===== config.mk =====
export PLATFORM = sky130hd
export DESIGN_NAME = signed_minmax_seq
export DESIGN_NICKNAME = d
export VERILOG_FILES = /design/src/rtl/minmax_pkg.sv /design/src/rtl/slt.sv /design/src/rtl/signed_minmax_seq.sv
export SDC_FILE = /design/constraint.sdc
export NUM_CORES = 1
export LEC_CHECK = 0
export CORE_UTILIZATION = 54
export CTS_CLUSTER_DIAMETER = 30
export DETAILED_ROUTE_END_ITERATION = 10
export HOLD_SLACK_MARGIN = 0.1
export PLACE_DENSITY = 0.86
export SYNTH_ARGS = -nofsm -noshare
export SYNTH_HDL_FRONTEND = slang
export SYNTH_HIERARCHICAL = 1
export SYNTH_SLANG_ARGS = --single-unit
export TNS_END_PERCENT = 5

===== constraint.sdc =====
create_clock -name clk -period 5.5 [get_ports clk]
set_clock_uncertainty 0.05 [all_clocks]
set_input_delay 0.55 -clock clk [delete_from_list [all_inputs] [get_ports clk]]
set_output_delay 0.55 -clock clk [all_outputs]
set_load 0.005 [all_outputs]

===== src/rtl/minmax_pkg.sv =====
// Shared constants and FSM state encoding for the signed burst min/max tracker.
package minmax_pkg;

    localparam int N_DEF     = 32;
    localparam int CNT_W_DEF = 8;

    typedef enum logic [2:0] {
        S_IDLE,
        S_FIRST,
        S_ACCEPT,
        S_CMP_MIN,
        S_CMP_MAX,
        S_DONE
    } state_t;

endpackage


===== src/rtl/slt.sv =====
// Signed strict less-than comparator; the single magnitude compare shared by the tracker.
module slt #(
    parameter int N = 32
) (
    input  logic [N-1:0] a,
    input  logic [N-1:0] b,
    output logic         lt
);

    assign lt = $signed(a) < $signed(b);

endmodule


===== src/rtl/signed_minmax_seq.sv =====
// Sequential signed min/max over a burst of len samples using one time-shared comparator.
// Optional MINMAX_INDEX_EN adds min_idx/max_idx positions of the retained extremes.
//
// state     | meaning
// S_IDLE    | waiting for start; len captured with start
// S_FIRST   | accept first sample, seeds min_out/max_out
// S_ACCEPT  | wait for next sample, latch into sample register
// S_CMP_MIN | comparator: sample < min_out
// S_CMP_MAX | comparator: max_out < sample, count sample done
// S_DONE    | one-cycle done pulse
module signed_minmax_seq
    import minmax_pkg::*;
#(
    parameter int N     = N_DEF,
    parameter int CNT_W = CNT_W_DEF
) (
    input  logic             clk,
    input  logic             rst_n,
    input  logic             start,
    input  logic [CNT_W-1:0] len,
    input  logic             in_valid,
    input  logic [N-1:0]     in_data,
    output logic             in_ready,
    output logic             busy,
    output logic             done,
    output logic [N-1:0]     min_out,
    output logic [N-1:0]     max_out
`ifdef MINMAX_INDEX_EN
    ,
    output logic [CNT_W-1:0] min_idx,
    output logic [CNT_W-1:0] max_idx
`endif
);

    state_t           state;
    state_t           state_nxt;
    logic [CNT_W-1:0] remaining;
    logic [N-1:0]     sample;
    logic [N-1:0]     cmp_a;
    logic [N-1:0]     cmp_b;
    logic             cmp_lt;
    logic             last;

    assign last = (remaining == CNT_W'(1));

    slt #(.N(N)) u_slt (
        .a  (cmp_a),
        .b  (cmp_b),
        .lt (cmp_lt)
    );

    always_ff @(posedge clk or negedge rst_n) begin
        if (!rst_n) state <= S_IDLE;
        else        state <= state_nxt;
    end

    always_comb begin
        state_nxt = state;
        in_ready  = 1'b0;
        busy      = (state != S_IDLE);
        done      = 1'b0;
        cmp_a     = max_out;
        cmp_b     = sample;
        case (state)
            S_IDLE: begin
                if (start) state_nxt = (len == '0) ? S_DONE : S_FIRST;
            end
            S_FIRST: begin
                in_ready = 1'b1;
                if (in_valid) state_nxt = last ? S_DONE : S_ACCEPT;
            end
            S_ACCEPT: begin
                in_ready = 1'b1;
                if (in_valid) state_nxt = S_CMP_MIN;
            end
            S_CMP_MIN: begin
                cmp_a     = sample;
                cmp_b     = min_out;
                state_nxt = S_CMP_MAX;
            end
            S_CMP_MAX: begin
                state_nxt = last ? S_DONE : S_ACCEPT;
            end
            S_DONE: begin
                done      = 1'b1;
                state_nxt = S_IDLE;
            end
            default: state_nxt = S_IDLE;
        endcase
    end

    always_ff @(posedge clk or negedge rst_n) begin
        if (!rst_n) begin
            remaining <= '0;
            sample    <= '0;
            min_out   <= '0;
            max_out   <= '0;
        end else begin
            case (state)
                S_IDLE: begin
                    if (start) begin
                        remaining <= len;
                        if (len == '0) begin
                            min_out <= '0;
                            max_out <= '0;
                        end
                    end
                end
                S_FIRST: begin
                    if (in_valid) begin
                        min_out   <= in_data;
                        max_out   <= in_data;
                        remaining <= remaining - CNT_W'(1);
                    end
                end
                S_ACCEPT: begin
                    if (in_valid) sample <= in_data;
                end
                S_CMP_MIN: begin
                    if (cmp_lt) min_out <= sample;
                end
                S_CMP_MAX: begin
                    if (cmp_lt) max_out <= sample;
                    remaining <= remaining - CNT_W'(1);
                end
                default: ;
            endcase
        end
    end

`ifdef MINMAX_INDEX_EN
    // pos is the burst position of the value currently held in sample
    logic [CNT_W-1:0] pos;

    always_ff @(posedge clk or negedge rst_n) begin
        if (!rst_n) begin
            pos     <= '0;
            min_idx <= '0;
            max_idx <= '0;
        end else begin
            case (state)
                S_IDLE: begin
                    if (start && len == '0) begin
                        min_idx <= '0;
                        max_idx <= '0;
                    end
                end
                S_FIRST: begin
                    if (in_valid) begin
                        pos     <= '0;
                        min_idx <= '0;
                        max_idx <= '0;
                    end
                end
                S_ACCEPT: begin
                    if (in_valid) pos <= pos + CNT_W'(1);
                end
                S_CMP_MIN: begin
                    if (cmp_lt) min_idx <= pos;
                end
                S_CMP_MAX: begin
                    if (cmp_lt) max_idx <= pos;
                end
                default: ;
            endcase
        end
    end
`else
    // no position tracking in this build
`endif

endmodule


==> Word level (Yosys, flattened, before mapping) <==
Cells that the tools add are included.
Widths: inputs -> output; s select.
{ "totals": {"register_bits": 107, "out_inout_bits": 67, "word_cells": 49} }
{ "classes": {"add_sub_neg": 1, "order_cmp": 1, "eq_ne": 12, "n_mux": 19, "n_reduce_logical": 11} }
{ "ops": {"columns": ["op", "n"], "rows": [
  ["$mux 32", 6],
  ["$pmux 32 s3", 2],
  ["$lt 32x32->1", 1],
  ["$pmux 8 s3", 1],
  ["$mux 8", 2],
  ["$mux 3", 5],
  ["$pmux 3 s5", 1],
  ["$ne 2x2->1 const B", 6],
  ["$reduce_and 5->1", 2],
  ["$reduce_bool 3->1", 3],
  ["$eq 8x1->1 const B", 1],
  ["$logic_not 8->1", 1],
  ["$sub 8x1->8 const B", 1],
  ["$eq 3x2->1 const B", 2],
  ["$eq 3x3->1 const B", 2],
  ["$reduce_and 3->1", 2],
  ["$eq 3x1->1 const B", 1],
  ["$logic_not 3->1", 1],
  ["$mux 1", 2],
  ["$reduce_and 2->1", 1],
  ["$reduce_or 2->1", 1]
]} }

==> Longest topological paths before layout <==
Gate-level depths: netlist (run 1).
{ "depth": {"word_depth": 5, "mapped_depth": 20, "ltp_nobuf": 15} }

==> Cells and area by module <==
Netlist (run 1), hierarchy kept.
{ "by_module_without_submodules": {"columns": ["module", "n_inst", "cells_each", "area_per_inst_um2", "seq_area_each_um2"], "rows": [
  ["signed_minmax_seq", 1, 598, 5969.5, 2677.6],
  ["slt", 1, 108, 789.5, 0.0]
]} }

==> Worst setup path before layout (run 1) <==
Ideal clock, no wire load.
{ "synth_timing": {"path_kind": "reg2reg", "startpoint": "reg state[0]", "endpoint": "reg min_out[0]", "setup_ps": 125, "arrival_ps": 3639, "required_ps": 5325, "setup_slack_ps": 1687, "path_stages_with_launch": 21, "path_buffers": 5, "cell_sequence": "dfrtp_1 -> buf_6 -> nor2b_1 -> and2_1 -> buf_2 -> buf_2 -> buf_2 -> nand2_1 -> nand2_1 -> inv_1 -> ha_1 -> a21oi_1 -> a21boi_1 -> o21bai_1 -> a31oi_1 -> or4b_1 -> mux2i_1 -> nand3_1 -> a211o_2 -> buf_4 -> mux2_2"} }
{ "synth_via": {"elab_chain_cells": 5, "word_cells_on_any_way": 13, "classes_between": "1 x order compare; 6 x eq/ne; 3 x mux; 3 x reduce/logical"} }
{ "synth_rtl": {"columns": ["item", "line", "rtl"], "rows": [
  ["start, declared", "signed_minmax_seq.sv:35", "state_t state;"],
  ["start signal, assigned", "signed_minmax_seq.sv:54", "else state <= state_nxt;"],
  ["$eq 3x2->1", "signed_minmax_seq.sv:64", "case (state)"],
  ["$mux 32", "signed_minmax_seq.sv:64", null],
  ["via cmp_b[22]", "signed_minmax_seq.sv:40", "logic [N-1:0] cmp_b;"],
  ["$lt 32x32->1", "slt.sv:10", "assign lt = $signed(a) < $signed(b);"],
  ["via cmp_lt", "signed_minmax_seq.sv:41", "logic cmp_lt;"],
  ["$ne 2x2->1 (no source line)", null, null],
  ["$reduce_and 5->1 (no source line)", null, null],
  ["end signal, assigned", "signed_minmax_seq.sv:111", "min_out <= in_data;"],
  ["end signal, assigned", "signed_minmax_seq.sv:120", "if (cmp_lt) min_out <= sample;"],
  ["end, declared", "signed_minmax_seq.sv:26", "output logic [N-1:0] min_out,"]
]} }
The timed path passes the listed nets, and every way through them passes these cells.
A chain may end at the register's enable or synchronous reset.

==> Final worst setup path (run 1) <==
{ "layout_timing": {"startpoint": "reg state[0]", "endpoint": "reg min_out[14]"} }
{ "layout_via": {"elab_chain_cells": 5, "word_cells_on_any_way": 13, "classes_between": "1 x order compare; 6 x eq/ne; 3 x mux; 3 x reduce/logical"} }
{ "layout_rtl": {"columns": ["item", "line", "rtl"], "rows": [
  ["$eq 3x2->1", "signed_minmax_seq.sv:64", null],
  ["$mux 32", "signed_minmax_seq.sv:64", null],
  ["via cmp_a[28]", "signed_minmax_seq.sv:39", "logic [N-1:0] cmp_a;"],
  ["$lt 32x32->1", "slt.sv:10", null],
  ["via cmp_lt", "signed_minmax_seq.sv:41", null],
  ["$ne 2x2->1 (no source line)", null, null],
  ["$reduce_and 5->1 (no source line)", null, null]
]} }
The timed path passes the listed nets, and every way through them passes these cells.

==> qor.yml, run 1 <==
fp.dieW_um: 114
ios: 111
clk_path_buf_depth: 2
synth_most_common_cell: "nand2_1"
period_needed_ns: 4.95
io_buffers: 110
h-tree-depth: 3
yosys_warnings: 6
synth_flop_cell: "dfrtp_1"
internal_power_mw: 2.63
critPathArrivalTime_ns: 5.14
reg2reg_slack_ns: 0.55
die_h_um: 114
ys_seq_elements: 107
hold_slack_ns: 0.116
drive_above_1_share: 0.159
synth_area_leaders: "dfrtp_1 40%, nand2_1 11%, mux2_2 11%"
ys_types: 51
grt_pass1_vias: 5604
finalSetupViolCount: 0
num_vias: 5655
hold_class: "input pin to asynchronous set/reset pin"
power_density_nw_per_um2: 541
netlist_instances: 706
tightest_slew_ns: 1.29
cp-start-kind: "register"
fin_ws_ns: 0.547
p_switching_mw: 1.79
grt-ovfl-total: 0
p_leak_nw: 4.00
async_reset_ff_frac: 1.00
gp_congestion: 0.906
areaGrowthSynthToFinish_pct: 21.0
r2r-end: "min_out[14]"
synth.net_count: 783
hpwl_um: 11100
gr-usage-all-layers: 0.267
crit_path_end_kind: "register"
max_freq_ghz: 0.202
route.detailed.drc: 0
core_area_um2: 12100
clkPwrFrac: 0.143
regArea_um2: 2680
synth_largest_area_cell: "dfrtp_1"
r2r-start: "state[0]"
drt.antenna.violating_nets: 0
seqPwrFrac: 0.323
wirelength_um: 16600
ctsResizeCount: 0
ys_seq_area_frac: 0.396
cts.sinks: 107
drv_cap: 0
dp_worst_setup_slack_ns: 0.615
hold_viol_final: 0
peakVddDrop_uv: 424
power_frac_comb: 0.533
grt_max_degree: 70
synth.cell_area_um2: 6760
grt_pass1_wl_um: 27300
rsz0062_at_grt: "false"
period_share: 0.901
slew_headroom: 0.142
drt-wirelength-per-cell_um: 17.3
fill_cells: 965
status: "finished clean"
root_buffer: "clkbuf_16"
multi_input_area_um2: 3720
critPathKind: "register to register"
maxSlewViolCount: 0
first_pass_iters: 5
synth_top_area_share: 0.396
syn_area_per_cell_um2: 9.57
dieArea_um2: 13000
insertion_delay_ns: 0.36
swShare: 0.405
required_ns: 5.69
tns_ns: 0
crit_fanout: 47
cts_buffers: 9
hold_buffers: 0
num-nets-final: 865
vias_per_cell: 5.89
tritoncts: "done"
yosys-top-cells-count: "203 x nand2_1, 107 x dfrtp_1, 66 x mux2_2, 65 x a22o_1, 36 x inv_1"
antenna_found_initial: 0
rows: 40
drt_iter0_markers: 374
post_cts_buffers: 0
synth_edf_count: 0
diodes: 0
clk_pin_slew_ns: 0.07
initial_core_util: 0.558
reg2regPathDepth: 13
-- logic make-up (layout without fill, tap and decap cells) --
group                      count (synthesis)  in the layout  synth area share
DFF                                      107            107             0.396
xor gates and xnor gates                   2              2           0.00259
buffers and inverters                     81            167            0.0546
and+or+nand+nor                          261            261             0.162
adders and majority gates                 33             33            0.0611
AOI/OAI and AO/OA                        123            123             0.142
muxes                                     99             99             0.181
-- stage by stage --
| step | util | cell area, um2 | power, mW | cells |
|---|---|---|---|---|
| finish | 0.675 | 8180 | 4.42 | 960 |
| detailed placement | 0.653 | 7900 | 3.77 | 945 |
| floorplan | - | 6760 | 3.06 | 706 |
| global route | 0.675 | 8180 | 4.76 | 960 |
| global placement | 0.653 | 7900 | 3.62 | 945 |
| CTS | 0.675 | 8180 | 4.42 | 960 |
-- sequential cells by signal (all words and copies together), names as in the netlist --
signal,flops
remaining,8
state,3
sample,32
max_out,32
min_out,32
-- power by group through the flow --
stage | registers, mW | logic, mW | clock network (mW)
floorplan | 1.31 | 1.75 | 0
global route | 1.47 | 2.61 | 0.677
finish | 1.43 | 2.36 | 0.634
global placement | 1.40 | 2.22 | 0
CTS | 1.42 | 2.36 | 0.647
detailed placement | 1.43 | 2.34 | 0
-- cell usage in the layout, fill, tap and decap left out, types with 2 or more instances in the layout --
cell	count
a21o_1	5
a21oi_1	16
a22o_1	65
a31oi_1	4
a41oi_1	2
and2_2	2
and3_1	2
buf_4	6
clkbuf_1	3
clkbuf_16	9
clkdlybuf4s50_1	109
clkinv_2	2
dfrtp_1	107
ha_1	33
inv_1	36
mux2_2	66
mux2_4	30
mux2i_1	3
nand2_1	202
nand2b_1	3
nand3_1	9
nand3b_1	3
nand4_1	5
nor2_1	10
nor2b_1	3
nor3_1	8
nor4_1	5
o21ai_0	12
o21bai_1	2
o22a_1	3
o31ai_1	2
xnor2_1	2
-- critical path: stages, from the launching register on --
cell and delay, ns:
dfrtp_1 0.73, nor2b_1 0.39, nand2_2 0.57, buf_4 0.39, nand2_1 0.08, nand2_1 0.06, ha_1 0.28, and3_1 0.15
a22o_1 0.22, or4b_1 0.46, mux2i_1 0.22, nand3_1 0.11, a211o_2 0.70, mux2_2 0.41
-- final cells by class --
cell class                 instances  share of cell area
inverter                          36              0.0165
clock buffer                      12              0.0289
timing repair buffer             116               0.141
sequential                       107               0.327
multi-input combinational        518               0.455
clock inverter                     3             0.00489
tap                              168              0.0257
-- worst max path at each step --
stage,startpoint,end
after detailed placement,state[0],min_out[14]
final,state[0],min_out[14]
after floorplan,state[0],min_out[0]
after CTS,state[0],min_out[14]
after global placement,state[0],min_out[13]
after global routing,state[0],min_out[14]
-- routing by layer --
| metal | vias up | part of all wire | track usage |
|---|---|---|---|
| li1 | 2628 | - | - |
| met1 | 2814 | 0.43 | 0.346 |
| met2 | 189 | 0.49 | 0.450 |
| met3 | 24 | 0.057 | 0.0579 |
| met4 | 0 | 0.015 | 0.0797 |
| met5 | - | 0 | 0 |
Note: power is estimated with default switching activity, not from simulation.
==> inputs of run 2 (changes only) <==
--- a/config.mk
+++ b/config.mk
@@ -5,10 +5,11 @@
 export SDC_FILE = /design/constraint.sdc
 export NUM_CORES = 1
 export LEC_CHECK = 0
+export CAP_MARGIN = 40
 export CORE_UTILIZATION = 54
 export CTS_CLUSTER_DIAMETER = 30
 export DETAILED_ROUTE_END_ITERATION = 10
-export HOLD_SLACK_MARGIN = 0.1
+export MAX_ROUTING_LAYER = met4
 export PLACE_DENSITY = 0.86
 export SYNTH_ARGS = -nofsm -noshare
 export SYNTH_HDL_FRONTEND = slang
==> run 2 against run 1 <==
Combinational power about the same. Non-clock buffer count rose by 2. Register-to-register slack gained 0.05 ns. Maximum frequency up 1.0%. Highest routed layer unchanged.
==> qor.yml, run 2 (same netlist as run 1, synthesis figures left out) <==
cts.sinks: 107
ios: 111
drt_iter0_markers: 390
critPathKind: "register to register"
max_freq_ghz: 0.204
period_needed_ns: 4.90
h-tree-depth: 3
hold_class: "input pin to asynchronous set/reset pin"
top_regs: "max_out x32, min_out x32, sample x32"
areaGrowthSynthToFinish_pct: 21.8
diodes: 0
hold_viol_final: 0
cts_buffers: 9
grt_pass1_vias: 5469
slew_headroom: 0.393
power_density_nw_per_um2: 541
wirelength_um: 16600
critPathLaunch: "state[0]"
peakVddDrop_uv: 362
die_h_um: 114
grt-ovfl-total: 0
insertion_delay_ns: 0.36
initial_core_util: 0.558
drv_cap: 0
grt_max_degree: 64
clk_pin_slew_ns: 0.07
cp-start-kind: "register"
final_common_cell: "nand2_1"
reg2regPathDepth: 13
fill_cells: 950
rows: 40
root_buffer: "clkbuf_16"
maxSlewViolCount: 0
vias_per_cell: 5.87
required_ns: 5.69
drt.antenna.violating_nets: 0
finalSetupViolCount: 0
r2r-end: "min_out[14]"
antenna_found_initial: 0
first_pass_iters: 4
post_cts_buffers: 0
clk_path_buf_depth: 2
core_area_um2: 12100
status: "finished clean"
grt_pass1_wl_um: 27100
p_total_mw: 4.45
io_buffers: 110
fin_util: 0.680
crit_fanout: 47
hold_buffers: 0
critPathArrivalTime_ns: 5.09
hpwl_um: 11300
period_share: 0.892
r2r-start: "state[0]"
drt-wirelength-per-cell_um: 17.2
fp.dieW_um: 114
drive_above_1_share: 0.164
tns_ns: 0
ctsResizeCount: 0
gp_congestion: 0.922
tightest_slew_ns: 0.911
num_vias: 5650
gr-usage-all-layers: 0.274
dieArea_um2: 13000
num-nets-final: 867
route.detailed.drc: 0
layout_common_cells: "202 x nand2_1, 109 x clkdlybuf4s50_1, 107 x dfrtp_1"
rsz0062_at_grt: "false"
worstSetupEndpoint: "min_out[14]"
p_leak_nw: 4.02
crit_path_end_kind: "register"
tritoncts: "done"
reg2reg_slack_ns: 0.60
-- run 2: worst min-delay path by stage --
stage | from | end | slack, ns | depth (start not counted)
after floorplan | rst_n | max_out[0] | 0.20 | 0
after global placement | remaining[7] | remaining[7] | 0.45 | 1
after detailed placement | remaining[7] | remaining[7] | 0.48 | 1
after CTS | rst_n | min_out[22] | 0.13 | 1
after global routing | rst_n | min_out[22] | 0.14 | 1
final | rst_n | max_out[25] | 0.11 | 1
-- run 2: worst max-delay path, cell delays in order, from the launching register on --
cell and delay (ns):
dfrtp_1 0.70, nor2b_1 0.36, nand2_2 0.55, buf_4 0.37, nand2_1 0.08, nand2_1 0.06
ha_1 0.29, and3_1 0.16, a22o_1 0.22, or4b_1 0.46, mux2i_1 0.25, nand3_1 0.12
a211o_2 0.70, mux2_2 0.40
-- run 2: metrics by stage --
stage	hold WS [ns]	cell area, um2	worst slack, ns	std cells
after floorplan	0.204	6760	1.69	706
after global placement	0.448	7900	0.857	945
after detailed placement	0.476	7940	0.637	947
after CTS	0.125	8230	0.606	963
after global routing	0.143	8230	0.151	963
final	0.109	8230	0.597	963
-- run 2: final cells by class --
type	count	area [um2]	area share
clock inverters	5	53.8	0.00654
well taps	168	210	0.0255
repair buffers	118	1200	0.145
flip-flops and latches	107	2680	0.325
multi-input cells	518	3720	0.453
clock buffers	11	233	0.0283
inverters	36	135	0.0164
-- run 2: where the power goes --
group / switching (mW) / leakage, nW / internal [mW]
sequential: 0.357 / 1.37 / 1.07
combinational: 1.15 / 2.51 / 1.22
clock: 0.295 / 0.143 / 0.352
-- run 2: routing by layer --
layer	up-vias	track usage	wire [um]
met4	0	0.0745	248
met2	210	0.450	8120
met1	2777	0.346	7220
met5	-	-	0
li1	2641	-	-
met3	22	0.0584	998
==> inputs of run 3 (changes only) <==
--- a/config.mk
+++ b/config.mk
@@ -11,6 +11,7 @@
 export DETAILED_ROUTE_END_ITERATION = 10
 export MAX_ROUTING_LAYER = met4
 export PLACE_DENSITY = 0.86
+export SLEW_MARGIN = 20
 export SYNTH_ARGS = -nofsm -noshare
 export SYNTH_HDL_FRONTEND = slang
 export SYNTH_HIERARCHICAL = 1
==> run 3 against run 2 <==
Die area is the same. Count of clock-buffer cells in the layout is the same. Total power rose by 0.47%. Sequential power is essentially flat. Cell area grew 0.49%. Combinational power about the same. Global-route usage unchanged. Clock power barely moved. Register-to-register slack gained 0.17 ns. Wire length increased by 0.32%. Worst setup slack better by 0.17 ns. Largest cell class unchanged.
==> qor.yml, run 3 (same netlist as run 1, synthesis figures left out) <==
hold_class: "input pin to asynchronous set/reset pin"
drt_iter0_markers: 429
reg2reg_slack_ns: 0.77
ios: 111
tns_ns: 0
p_total_mw: 4.47
drt.antenna.violating_nets: 0
num-nets-final: 869
p_leak_nw: 4.04
tightest_slew_ns: 0.849
grt_max_degree: 64
wirelength_um: 16600
fp.dieW_um: 114
finalSetupViolCount: 0
max_freq_ghz: 0.211
peakVddDrop_uv: 351
layout_common_cells: "202 x nand2_1, 109 x clkdlybuf4s50_1, 107 x dfrtp_1"
dpl_cell_area_um2: 7940
h-tree-depth: 3
finalInstanceArea_um2: 8270
diodes: 0
period_needed_ns: 4.73
drv_cap: 0
rows: 40
grt_pass1_wl_um: 27100
num_vias: 5647
hold_viol_final: 0
areaGrowthSynthToFinish_pct: 22.4
antenna_found_initial: 0
cts.sinks: 107
fill_cells: 943
post_cts_buffers: 0
required_ns: 5.69
hpwl_um: 11300
cp_cell_sequence: "nor2b_1, and2_2, buf_4, nand2_1, nand2_1, inv_1, ha_1, a21o_1, a31oi_1, o21ai_0, a311oi_2, o21ai_1, mux2i_1, nand3_1, a211o_2, mux2_2"
grt-ovfl-total: 0
root_buffer: "clkbuf_16"
gp_congestion: 0.922
slowest_stage: "dfrtp_1"
cts_buffers: 9
first_pass_iters: 5
drive_above_1_share: 0.166
vias_per_cell: 5.85
period_share: 0.860
critPathKind: "register to register"
crit_fanout: 33
clk_path_buf_depth: 2
tritoncts: "done"
cp-start-kind: "register"
route.detailed.drc: 0
dp_cells: 947
final_common_cell: "nand2_1"
finalNonFillerCells: 965
grt_pass1_vias: 5469
drt-wirelength-per-cell_um: 17.2
critPathArrivalTime_ns: 4.92
initial_core_util: 0.558
clk_pin_slew_ns: 0.07
gr-usage-all-layers: 0.274
ctsResizeCount: 0
status: "finished clean"
dieArea_um2: 13000
hold_buffers: 0
crit_top_cell: "nand2_1"
die_h_um: 114
top_regs: "max_out x32, min_out x32, sample x32"
power_density_nw_per_um2: 541
insertion_delay_ns: 0.35
rsz0062_at_grt: "false"
crit_path_max_incr_delay_ns: 0.71
maxSlewViolCount: 0
crit_path_end_kind: "register"
io_buffers: 110
core_area_um2: 12100
slew_headroom: 0.434
[run 3: routing by layer]
metal  wire length (um)  up-vias  GRT usage  part of all wire
li1                   -     2635          -                 -
met1               7140     2768      0.346              0.43
met2               8220      224      0.450              0.49
met3               1050       20     0.0584             0.063
met4                227        0     0.0745             0.014
met5                  0        -          -                 0
[run 3: per-stage QoR]
stage           util  hold WS [ns]  worst slack [ns]
3_5_place_dp   0.656         0.476             0.637
3_3_place_gp   0.653         0.448             0.857
6_report       0.683         0.109             0.771
5_1_grt        0.683         0.143             0.441
2_1_floorplan      -         0.204              1.69
4_1_cts        0.680         0.125             0.606
[run 3: final timing paths]
kind,startpoint,to,cells past startpoint
hold reg to reg,min_out[5],min_out[5],1
hold / removal,rst_n,max_out[25],1
setup / recovery,state[0],min_out[30],16
max in group asynchronous,rst_n,remaining[1],3
min in group clk,min_out[5],min_out[5],1
setup reg to reg,state[0],min_out[30],16
[run 3: final cells by class]
| type | count | area, um2 | area share |
|---|---|---|---|
| clock buffer | 11 | 233 | 0.0281 |
| clock inverter | 5 | 53.8 | 0.00651 |
| inverter | 36 | 135 | 0.0163 |
| multi-input combinational | 518 | 3720 | 0.450 |
| sequential | 107 | 2680 | 0.324 |
| tap | 168 | 210 | 0.0254 |
| timing repair buffer | 120 | 1240 | 0.149 |
[run 3: report_power, final]
group | switching [mW] | total, mW | internal (mW)
sequential | 0.358 | 1.43 | 1.07
clock | 0.295 | 0.647 | 0.352
combinational | 1.16 | 2.40 | 1.24
total | 1.81 | 4.47 | 2.66
[run 3: critical path: cells and delay by family (launching register included)]
family / cells / cell delay (ns)
and+or+nand+nor: 5 / 0.90
muxes: 2 / 0.66
AOI/OAI and AO/OA: 6 / 1.61
adders and majority gates: 1 / 0.29
buffers and inverters: 2 / 0.38
DFF: 1 / 0.71
